--- src/rtl/debouncer_bank.sv ---
// Bank of independent push-button debouncers. Each channel has an input synchronizer
// and a four-state hysteresis FSM, and new presses are captured into a one-hot register.
module debouncer_bank #(
  parameter int N_CH          = 4,
  parameter int STABLE_CYCLES = 50000,
  parameter int SYNC_STAGES   = 2,
  localparam int IDX_W        = $clog2(N_CH),
  localparam int CNT_W        = $clog2(STABLE_CYCLES)
) (
  input  logic             clk,
  input  logic             reset,
  input  logic [N_CH-1:0]  btn_in,
  output logic [N_CH-1:0]  btn_level,
  output logic [N_CH-1:0]  btn_press,
  output logic [N_CH-1:0]  btn_release,
  output logic [N_CH-1:0]  sel_onehot,
  output logic [IDX_W-1:0] sel_idx,
  output logic             sel_valid,
  input  logic             sel_ack,
  output logic             overrun
);

  typedef enum logic [1:0] {IDLE_LOW, WAIT_HIGH, IDLE_HIGH, WAIT_LOW} state_t;

  localparam logic [CNT_W-1:0] CNT_MAX = CNT_W'(STABLE_CYCLES - 1);
  localparam logic [CNT_W-1:0] CNT_ONE = CNT_W'(1);

  logic [N_CH-1:0]  sync_q [SYNC_STAGES];
  logic [N_CH-1:0]  s_in;
  state_t           state_q [N_CH];
  state_t           state_d [N_CH];
  logic [CNT_W-1:0] cnt_q   [N_CH];
  logic [CNT_W-1:0] cnt_d   [N_CH];
  logic [N_CH-1:0]  press_d;
  logic [N_CH-1:0]  release_d;

  // The small synchronizer arrays are cleared too, so a mid-bounce reset leaves no
  // stale sample behind that could be accepted after reset.
  always_ff @(posedge clk) begin
    if (reset) begin
      for (int s = 0; s < SYNC_STAGES; s++) sync_q[s] <= '0;
    end else begin
      // NOTE: non-blocking assignments make each stage take the previous stage's old
      // value; blocking ones would collapse the chain into a single flop.
      sync_q[0] <= btn_in;
      for (int s = 1; s < SYNC_STAGES; s++) sync_q[s] <= sync_q[s-1];
    end
  end

  assign s_in = sync_q[SYNC_STAGES-1];

  // State register; the edge pulses are registered alongside so they align with btn_level.
  always_ff @(posedge clk) begin
    if (reset) begin
      for (int i = 0; i < N_CH; i++) begin
        state_q[i] <= IDLE_LOW;
        cnt_q[i]   <= '0;
      end
      btn_press   <= '0;
      btn_release <= '0;
    end else begin
      for (int i = 0; i < N_CH; i++) begin
        state_q[i] <= state_d[i];
        cnt_q[i]   <= cnt_d[i];
      end
      btn_press   <= press_d;
      btn_release <= release_d;
    end
  end

  always_comb begin
    for (int i = 0; i < N_CH; i++) begin
      // NOTE: hold-by-default first, so every path assigns state_d/cnt_d and no latch forms.
      state_d[i] = state_q[i];
      cnt_d[i]   = cnt_q[i];
      unique case (state_q[i])
        IDLE_LOW: if (s_in[i]) begin
          state_d[i] = WAIT_HIGH;
          cnt_d[i]   = CNT_ONE;
        end
        WAIT_HIGH: begin
          if (!s_in[i]) begin
            state_d[i] = IDLE_LOW;
            cnt_d[i]   = '0;
          end else if (cnt_q[i] == CNT_MAX) begin
            state_d[i] = IDLE_HIGH;
            cnt_d[i]   = '0;
          end else begin
            cnt_d[i] = cnt_q[i] + CNT_ONE;
          end
        end
        IDLE_HIGH: if (!s_in[i]) begin
          state_d[i] = WAIT_LOW;
          cnt_d[i]   = CNT_ONE;
        end
        WAIT_LOW: begin
          if (s_in[i]) begin
            state_d[i] = IDLE_HIGH;
            cnt_d[i]   = '0;
          end else if (cnt_q[i] == CNT_MAX) begin
            state_d[i] = IDLE_LOW;
            cnt_d[i]   = '0;
          end else begin
            cnt_d[i] = cnt_q[i] + CNT_ONE;
          end
        end
        default: begin
          state_d[i] = IDLE_LOW;
          cnt_d[i]   = '0;
        end
      endcase
    end
  end

  always_comb begin
    btn_level = '0;
    press_d   = '0;
    release_d = '0;
    for (int i = 0; i < N_CH; i++) begin
      btn_level[i] = (state_q[i] == IDLE_HIGH) || (state_q[i] == WAIT_LOW);
      press_d[i]   = (state_q[i] == WAIT_HIGH) && (state_d[i] == IDLE_HIGH);
      release_d[i] = (state_q[i] == WAIT_LOW)  && (state_d[i] == IDLE_LOW);
    end
  end

  // Capture register: the lowest pressed channel wins; drops and multi-presses are flagged.
  logic [N_CH-1:0] p_low;
  logic            take;
  logic            drop;
  logic            multi;

  assign p_low = btn_press & (~btn_press + 1'b1);
  assign take  = (!sel_valid || sel_ack) && (|btn_press);
  assign drop  = sel_valid && !sel_ack && (|btn_press);
  assign multi = take && (|(btn_press & (btn_press - 1'b1)));

  always_ff @(posedge clk) begin
    if (reset) begin
      sel_onehot <= '0;
      sel_valid  <= 1'b0;
      overrun    <= 1'b0;
    end else begin
      if (take) begin
        sel_onehot <= p_low;
        sel_valid  <= 1'b1;
      end else if (sel_valid && sel_ack) begin
        sel_onehot <= '0;
        sel_valid  <= 1'b0;
      end
      if (drop || multi) overrun <= 1'b1;
      else if (sel_ack)  overrun <= 1'b0;
    end
  end

  always_comb begin
    sel_idx = '0;
    for (int i = 0; i < N_CH; i++) begin
      if (sel_onehot[i]) sel_idx = sel_idx | IDX_W'(i);
    end
  end

endmodule

--- config.mk ---
export PLATFORM = sky130hd
export DESIGN_NAME = debouncer_bank
export DESIGN_NICKNAME = d
export VERILOG_FILES = /design/src/rtl/debouncer_bank.sv
export SDC_FILE = /design/constraint.sdc
export NUM_CORES = 1
export LEC_CHECK = 0
export CORE_ASPECT_RATIO = 1.75
export CORE_MARGIN = 5
export CORE_UTILIZATION = 45
export DETAILED_ROUTE_END_ITERATION = 16
export GPL_TIMING_DRIVEN = 1
export PLACE_DENSITY = 0.65
export SLEW_MARGIN = 20
export SYNTH_ARGS = -nofsm -noshare
export SYNTH_HDL_FRONTEND = slang
export SYNTH_SLANG_ARGS = --single-unit
--- constraint.sdc ---
create_clock -name clk -period 2.6 [get_ports clk]
set_input_delay 0.52 -clock clk [delete_from_list [all_inputs] [get_ports clk]]
set_output_delay 0.52 -clock clk [all_outputs]
set_load 0.05 [all_outputs]
==> results of run 1 <==
==> sequential cells by signal, summed over array words and instances (netlist names) <==
signal       count
cnt_q           64
state_q          8
sync_q           8
btn_press        4
btn_release      4
sel_onehot       4
overrun          1
sel_valid        1
==> kinds of logic (layout without fill, tap and decap cells) <==
family          after synthesis  count (layout)  synth area share, %
compound gates              133             133                 19.0
xor+xnor                     13              13                 2.59
fa+ha+maj                     4               4                 1.14
buf+inv                      36              64                 3.59
flops                        94              94                 42.9
mux                           2               2                0.456
simple gates                234             234                 30.3
==> final timing paths <==
path                                    from      endpoint  slack, ns  cells after the start
worst min-delay path            sync_q[0][1]  sync_q[0][5]       0.45                      1
worst min register to register  sync_q[0][1]  sync_q[0][5]       0.45                      1
worst max register to register   cnt_q[0][0]   cnt_q[0][2]       0.30                      6
worst max-delay path             cnt_q[0][0]   cnt_q[0][2]       0.30                      6
==> routing by layer <==
layer | wire length, µm | share of wire, %
met3 | 357 | 3.6
met2 | 5130 | 52
met4 | 286 | 2.9
met1 | 4090 | 41
met5 | 0 | 0
==> power by group <==
part	internal [µW]	switching [µW]
clock	874	562
sequential	1450	11.8
combinational	29.3	51.4
==> cells in the final DEF, fill, tap and decap left out, types with 7 or more instances in the layout <==
cell type	instances
sky130_fd_sc_hd__nand3_1	26
sky130_fd_sc_hd__and3_1	7
sky130_fd_sc_hd__xor2_1	8
sky130_fd_sc_hd__o21ai_0	20
sky130_fd_sc_hd__a41oi_1	8
sky130_fd_sc_hd__a31oi_1	35
sky130_fd_sc_hd__a21oi_1	39
sky130_fd_sc_hd__inv_1	13
sky130_fd_sc_hd__nor3_1	16
sky130_fd_sc_hd__nor2_1	37
sky130_fd_sc_hd__clkdlybuf4s50_1	25
sky130_fd_sc_hd__buf_4	9
sky130_fd_sc_hd__nand2_1	55
sky130_fd_sc_hd__or3_1	9
sky130_fd_sc_hd__nor4b_1	9
sky130_fd_sc_hd__dfxtp_1	94
sky130_fd_sc_hd__clkbuf_16	9
sky130_fd_sc_hd__nand4_1	12
sky130_fd_sc_hd__nor2b_1	10
==> per-stage QoR <==
step / hold WS [ns] / total power (µW)
global placement: 0.424 / 1570
floorplan: 0.414 / 1540
detailed placement: 0.436 / 1580
CTS: 0.452 / 3010
finish: 0.446 / 2980
global route: 0.465 / 3090
==> worst max-delay path, delay by kind of cell (launching register included) <==
family                   cells  cell delay [ns]
AO/OA/AOI/OAI                1             0.16
AND/OR/NAND/NOR              4             1.48
flip-flops                   1             0.34
adder cells (fa/ha/maj)      1             0.25
==> area by class of cell <==
| cell class | count | area [µm²] | share of cell area (%) |
|---|---|---|---|
| multi-input combinational | 386 | 2360 | 46.3 |
| sequential | 94 | 1880 | 36.9 |
| clock buffer | 10 | 239 | 4.69 |
| timing repair buffer | 35 | 323 | 6.33 |
| inverter | 13 | 48.8 | 0.958 |
| clock inverter | 6 | 90.1 | 1.77 |
| tap | 122 | 153 | 3.00 |
==> results list, run 1 <==
- Clock-pin slew reported for the worst setup and hold paths after clock tree synthesis: 0.07 ns
* CP max stage delay: between 0.8 and 0.9 ns
* Highest-utilization routing layer at the global route stage: met2
* Post_cts resized: 0
* Worst min-delay path category: register to register
- Post-route antenna net violation count: 0
- Endpoint arrival time on the critical path: 2.56 ns
- STA classifies the critical path endpoint as a register.
* Starting utilization of the core area: between 40 and 50%
* Fraction of registers with async set or reset after synthesis: 0%
- Power density cells: approximately 580 nW/µm²
- For this design the static power due to leakage is 0.00175 µW.
- Max-Slew Margin vs Limit: 27.1%
- Io pins: 27
- CTS saw 94 sinks.
- Cell area after layout: 5100 µm²
- The longest clock path from root to sink contains 2 buffers.
- The number of different library cells used by synthesis comes to 57.
- Top cell types by occurrence after synthesis: 94 x sky130_fd_sc_hd__dfxtp_1, 55 x sky130_fd_sc_hd__nand2_1, 39 x sky130_fd_sc_hd__a21oi_1
- Fmax achieved: 0.436 GHz
- Cell at the root of the clock tree: sky130_fd_sc_hd__clkbuf_16
* Fraction of synthesized cell area taken by the top area cell type: 42.9%
- Die span in x: 84.7 µm
- Most used DFF post-synth: sky130_fd_sc_hd__dfxtp_1
- The final hold violation count was 0.
- The number of antenna violations at the first check in global routing was 0.
* Final worst setup slack: 0.304 ns
* Filler cell count: just over 900
- The floorplan has 47 rows.
- Global routing consumed, on the met2 layer, between 30% and 40% of the routing resources.
* Register area share after synthesis: 42.9%
- On the final layout, the worst clock skew is 0.00797 ns.
- At the end of routability-driven placement, the weighted congestion stood at 0.846.
- IR analysis of the VDD net gives a maximum drop of 0.406 mV.
* Area contributors post-synth: sky130_fd_sc_hd__dfxtp_1 43%, sky130_fd_sc_hd__a31oi_1 5.0%, sky130_fd_sc_hd__nand2_1 4.7%
- After detailed placement, the design holds a cell count of 650.
- In this run the number of H-tree levels came out at 3.
- Layout overhead on the synthesized area: 16.1%
- In this run, CTS created clock tree buffers numbering 9.
* Routed via count divided by cell count: between 5 and 6
* Nets in the synthesized netlist: 527
- After detailed routing, the number of remaining DRC violations is 0.
- For met3 alone, demand over resource in global routing was 4.03%.
* Gr ovfl total: 0
- Cell with the largest stage delay on the worst path: sky130_fd_sc_hd__nor3_2
* Register bit total from synthesis: 94
- At the end of the flow, the number of nets in the layout was 550.
* Die height: 141 µm
* Count of input and output buffers: 26
* Maximum number of pins on one net before global-route repair: 27
- After detailed routing, the total wire length is ~9.9 mm.
* RSZ-0062 raised after global routing: no
- Walking the worst path, the cells encountered are ha_1 > nand4_1 > nor4_4 > nor3_2 > or2b_1 > a31oi_1.
* WS Path Type: register to register
- Number of setup violations in the final report: 0
- All-layer global routing usage: between 10% and 20%
- Once detailed placement completed, the half-perimeter wirelength came to 7.03 mm.
- Total count of max-transition violations in the final report: 0
- At the pin with the least slew margin, the transition time is ~1.1 ns.
- In this run, post-CTS hold repair placed 0 buffers.
* Clock latency on the worst-skew pair: roughly 0.34 ns
- Synthesis produced 516 cells.
- Global routing consumed, on the met1 layer, 18.9% of the routing resources.
- Critical path fanouts, max: 20
* Cell Count, Final, Fillers Out: approximately 670
- Standard cell core area: 9530 µm²
- Post-CTS timing repair inserted 0 buffers for setup.
* DP Area: 4760 µm²
- Layout cell share with drive strength beyond 1: a little under 8%
- STA puts the critical path data required time at 2.86 ns.
* Most frequent cell after synthesis: sky130_fd_sc_hd__dfxtp_1
- DR vias: 3927
- Of all cell types, the one taking the most synthesized area is sky130_fd_sc_hd__dfxtp_1.
- Total iterations of the first detailed-routing run: 4
- Pre-CTS worst setup slack: 0.266 ns
- The synthesized design contains 0 enable-type register cells.
* Shortest clock period the worst path allows after layout: 2.30 ns
- TritonCTS built the clock tree.
* Global-route wire length before repair: 16.9 mm
* Total number of yosys warnings: 0
- Full die area: 11900 µm²
* Netlist Area Pre-Place: 4390 µm²
* Total of max-cap violations: 0
- Run status: finished clean
- Startpoint type of the worst setup path: register
* Utilization after layout: 53.5%
- Final critical-path share of the clock period: between 80% and 90%
- Via count of the first global-routing pass: 3782
- Dividing the detail-routed wire length by the instance count gives 14.8 µm.
- Post-synthesis average cell area: 8.51 µm²
* Setup tns final: 0 ns
- Count of antenna diodes in the layout: 0
- The first routing iteration left 210 violations.
No activity file was read; power rests on OpenSTA's default activity.
==> run 2, diff against run 1 <==
--- a/config.mk
+++ b/config.mk
@@ -5,6 +5,7 @@
 export SDC_FILE = /design/constraint.sdc
 export NUM_CORES = 1
 export LEC_CHECK = 0
+export ABC_AREA = 1
 export CORE_ASPECT_RATIO = 1.75
 export CORE_MARGIN = 5
 export CORE_UTILIZATION = 45
==> run 2 against run 1 <==
  * Critical path depth decreased by 4
  * Combinational power increased by 13%
  * Area after synthesis increased by 17%
  * Via count increased by 23%
  * First-iteration DRC count decreased by 11%
  * Cell count increased by 42%
==> results list, run 2 <==
- The delay of the slowest cell on the worst path is 0.71 ns (was 0.87 ns).
- Layout cell share with drive strength beyond 1: 11.5% (was 7.72%)
* Max-Slew Margin vs Limit: 53.4% (was 27.1%)
* WL met2: 6.19 mm (was 5.13 mm)
- DR vias: 4818 (was 3927)
- Initial drt markers: 187 (was 210)
* Worst min-delay path category: register to register (unchanged)
* Commonest cells after routing, fill and taps aside: 218 x sky130_fd_sc_hd__nand2_1, 107 x sky130_fd_sc_hd__nor2_1, 94 x sky130_fd_sc_hd__dfxtp_1 (was 94 x sky130_fd_sc_hd__dfxtp_1, 55 x sky130_fd_sc_hd__nand2_1, 39 x sky130_fd_sc_hd__a21oi_1)
- Clock latency on the worst-skew pair: 0.34 ns (about the same)
* Total number of yosys warnings: 0 (unchanged)
* Power density cells: 499 nW/µm² (was 585 nW/µm²)
* Worst hold slack: 0.403 ns (was 0.446 ns)
- Clock tree from TritonCTS: yes (unchanged)
- Sum of routed wire length over all layers: 11.4 mm (was 9.87 mm)
- The total global-route track usage came to 17.3% (was 17.0%).
- Worst setup skew after layout: 0.00789 ns (was 0.00797 ns)
- The most common library cell in the layout ignoring fill and taps is sky130_fd_sc_hd__nand2_1 (was sky130_fd_sc_hd__dfxtp_1).
- The synthesized-area fraction occupied by and/or/nand/nor cells is 40.0% (was 30.3%).
* Post-synth EDFFs: 0 (unchanged)
* Highest ir drop seen on vdd: 0.423 mV (was 0.406 mV)
- Layout overhead on the synthesized area: 12.0% (was 16.1%)
* Total iterations of the first detailed-routing run: 4 (unchanged)
- The most frequently used cell type in the post-synthesis netlist is sky130_fd_sc_hd__nand2_1 (was sky130_fd_sc_hd__dfxtp_1).
- Multiplexer area fraction after synthesis: 0% (was 0.456%)
- The post-synthesis adder-cell area fraction came to 0.972% (was 1.14%).
- The x dimension of the die is 90.9 µm (was 84.7 µm).
* Fraction of registers with async set or reset after synthesis: 0% (unchanged)
* Netlist Area Pre-Place: 5150 µm² (was 4390 µm²)
* Transition time at the pin with the least slew margin: 0.695 ns (was 1.09 ns)
- The slowest stage cell on the critical path is sky130_fd_sc_hd__clkdlybuf4s50_1 (was sky130_fd_sc_hd__nor3_2).
* Floorplan row count: 51 (was 47)
* Post-synthesis cell type count: 37 (was 57)
* Maximum number of pins on one net before global-route repair: 60 (was 27)
- Via count of the first global-routing pass: 4516 (was 3782)
- The total die area was 13800 µm² (was 11900 µm²).
* Number of setup violations in the final report: 0 (unchanged)
- Cell at the root of the clock tree: sky130_fd_sc_hd__clkbuf_16 (unchanged)
- Gr ovfl total: 0 (unchanged)
- Standard cell core area: 11200 µm² (was 9530 µm²)
- The detailed placer's ending HPWL was 8.49 mm (was 7.03 mm).
- Critical Path Sink Type: primary output (was register)
* Final critical-path share of the clock period: 83.7% (was 88.3%)
* WS Path Type: register to primary output (was register to register)
* Number of buffers created by CTS: 9 (unchanged)
- The number of top-level design ports is 27 (unchanged).
- Post-route antenna net violation count: 0 (unchanged)
* Number of H-tree levels: 3 (unchanged)
- Most used DFF post-synth: sky130_fd_sc_hd__dfxtp_1 (unchanged)
- Number of antenna violations at the first check in global routing: 0 (unchanged)
- The mean instance size in the synthesized netlist came to 6.53 µm² (was 8.51 µm²).
* Synthesized instance count: 788 (was 516)
* Biggest area consumer among synthesized cells: sky130_fd_sc_hd__dfxtp_1 (unchanged)
- The number of antenna cells inserted is 0 (unchanged).
- Top cell types by occurrence after synthesis: 218 x sky130_fd_sc_hd__nand2_1, 107 x sky130_fd_sc_hd__nor2_1, 94 x sky130_fd_sc_hd__dfxtp_1 (was 94 x sky130_fd_sc_hd__dfxtp_1, 55 x sky130_fd_sc_hd__nand2_1, 39 x sky130_fd_sc_hd__a21oi_1).
* Post_cts resized: 0 (unchanged)
- Dominant combinational cell family by area after synthesis: simple AND/OR/NAND/NOR gates (unchanged)
* Total met3 wirelength after detailed routing: 327 µm (was 357 µm)
- The number of max-slew violations in the final report is 0 (unchanged).
* Critical path fanouts, max: 3 (was 20)
* DR top layer: met4 (unchanged)
* Register bit total from synthesis: 94 (unchanged)
* Average wire per cell in the routed design: 12.1 µm (was 14.8 µm)
- The data required time of the worst path was 2.08 ns (was 2.86 ns).
* Global-route wire length before repair: 19.9 mm (was 16.9 mm)
* Biggest registers after layout: cnt_q: 64 flops, state_q: 8 flops, sync_q: 8 flops (unchanged)
* Wire length on met1: 4.61 mm (was 4.09 mm)
- Startpoint type of the worst setup path: register (unchanged)
- Number of nets at the end of the flow: 817 (was 550)
- The effective utilization at floorplan was 46.1% (about the same).
* TritonCTS Sinks: 94 (unchanged)
- Run status: finished clean (unchanged).
- Area contributors post-synth: sky130_fd_sc_hd__dfxtp_1 37%, sky130_fd_sc_hd__nand2_1 16%, sky130_fd_sc_hd__nor2_1 7.8% (was sky130_fd_sc_hd__dfxtp_1 43%, sky130_fd_sc_hd__a31oi_1 5.0%, sky130_fd_sc_hd__nand2_1 4.7%)
* Post-route DRC: 0 (unchanged)
- The number of buffers added to fix hold violations after cts was 0 (unchanged).
- The final hold violation count was 0 (unchanged).
- The maximum count of clock buffers along a single path was 2 (unchanged).
- Final GP Congestion: 0.859 (was 0.846)
- The total of max-cap violations is 0 (unchanged).
- The vertical die dimension was 151 µm (was 141 µm).
- Utilization after layout: 51.6% (was 53.5%)
- RSZ-0062 raised after global routing: no (unchanged).
- Shortest clock period the worst path allows after layout: 2.18 ns (was 2.30 ns)
- Flip-flop count of the largest register after layout: 64 (unchanged)
- Setup tns final: 0 ns (unchanged)
* Routed via count divided by cell count: 5.11 (was 5.90)
* Compound-cell area share of the yosys netlist: 10.3% (was 19.0%)
- Top reg by flops: cnt_q (unchanged)
* Nets in the synthesized netlist: 799 (was 527)
- Endpoint arrival time on the critical path: 1.66 ns (was 2.56 ns)
- The xor and xnor fraction of the mapped netlist area was 2.38% (was 2.59%).
* Leakage power of the design: 0.00202 µW (was 0.00175 µW)
- The highest clock frequency the design can meet was 0.459 GHz (was 0.436 GHz).
- The sequential fraction of the synthesis area was 36.6% (was 42.9%).
* Clock-pin slew reported for the worst setup and hold paths after clock tree synthesis: 0.07 ns (about the same)
* Count of input and output buffers: 26 (unchanged)
- The buffer count from post-CTS setup fixing is 0 (unchanged).
- Crit path cell chain: or2_2 > clkdlybuf4s50_1 (was ha_1 > nand4_1 > nor4_4 > nor3_2 > or2b_1 > a31oi_1)
* Fraction of synthesized cell area taken by the top area cell type: 36.6% (was 42.9%)
[run 2: cell types whose count changed after synthesis, sizes merged, moves of 9 or more]
| cell | change |
|---|---|
| nor4b | -9 |
| a21oi | +22 |
| or3 | -9 |
| inv | +87 |
| nand4 | +11 |
| nor2 | +90 |
| a31oi | -35 |
| nand2 | +179 |
| nand3 | +35 |
| nor2b | -10 |
| nor4 | -9 |
| nor3 | -9 |
[run 2: worst paths after layout]
kind | start | end | slack [ns] | cells after the start
setup / recovery | sel_onehot[2] | sel_idx[1] | 0.42 | 2
hold / removal | sync_q[0][3] | sync_q[0][7] | 0.40 | 2
setup reg to reg | cnt_q[2][0] | cnt_q[2][9] | 0.92 | 10
hold reg to reg | sync_q[0][3] | sync_q[0][7] | 0.40 | 2
[run 2: where the power goes]
| part | total, µW | switching (µW) | internal [µW] |
|---|---|---|---|
| Combinational | 91.5 | 65.6 | 26.0 |
| Clock | 1330 | 571 | 755 |
| Sequential | 1460 | 8.86 | 1450 |
[run 2: metrics by stage]
stage | instances | worst slack (ns) | total power (µW) | instance area, µm²
after floorplan | 788 | 1.09 | 1560 | 5150
after global placement | 927 | 0.737 | 1580 | 5470
after detailed placement | 927 | 0.725 | 1580 | 5470
after CTS | 943 | 0.399 | 2920 | 5770
after global routing | 943 | 0.378 | 2990 | 5770
final | 943 | 0.423 | 2880 | 5770
[run 2: cell families after synthesis]
logic type,Yosys count
compound gates,93
buf+inv,124
xor+xnor,14
fa+ha+maj,4
simple gates,459
flops,94
[run 2: layer usage]
layer | global-route usage, % | up-vias
met3 | 2.96 | 20
met4 | 7.05 | 0
li1 | - | 2525
met1 | 18.7 | 2203
met2 | 32.8 | 70
met5 | 0 | -
[run 2: cell type report]
cell class	instances	area [µm²]
tap	132	165
multi-input combinational	570	2760
timing repair buffer	29	278
clock inverter	6	70.1
inverter	102	383
fill	1099	5400
sequential	94	1880
clock buffer	10	229
[run 2: critical path: cells and delay by family (launching register included)]
kind / cells / cell delay, ns
buf+inv: 1 / 0.71
flops: 1 / 0.33
simple gates: 1 / 0.29
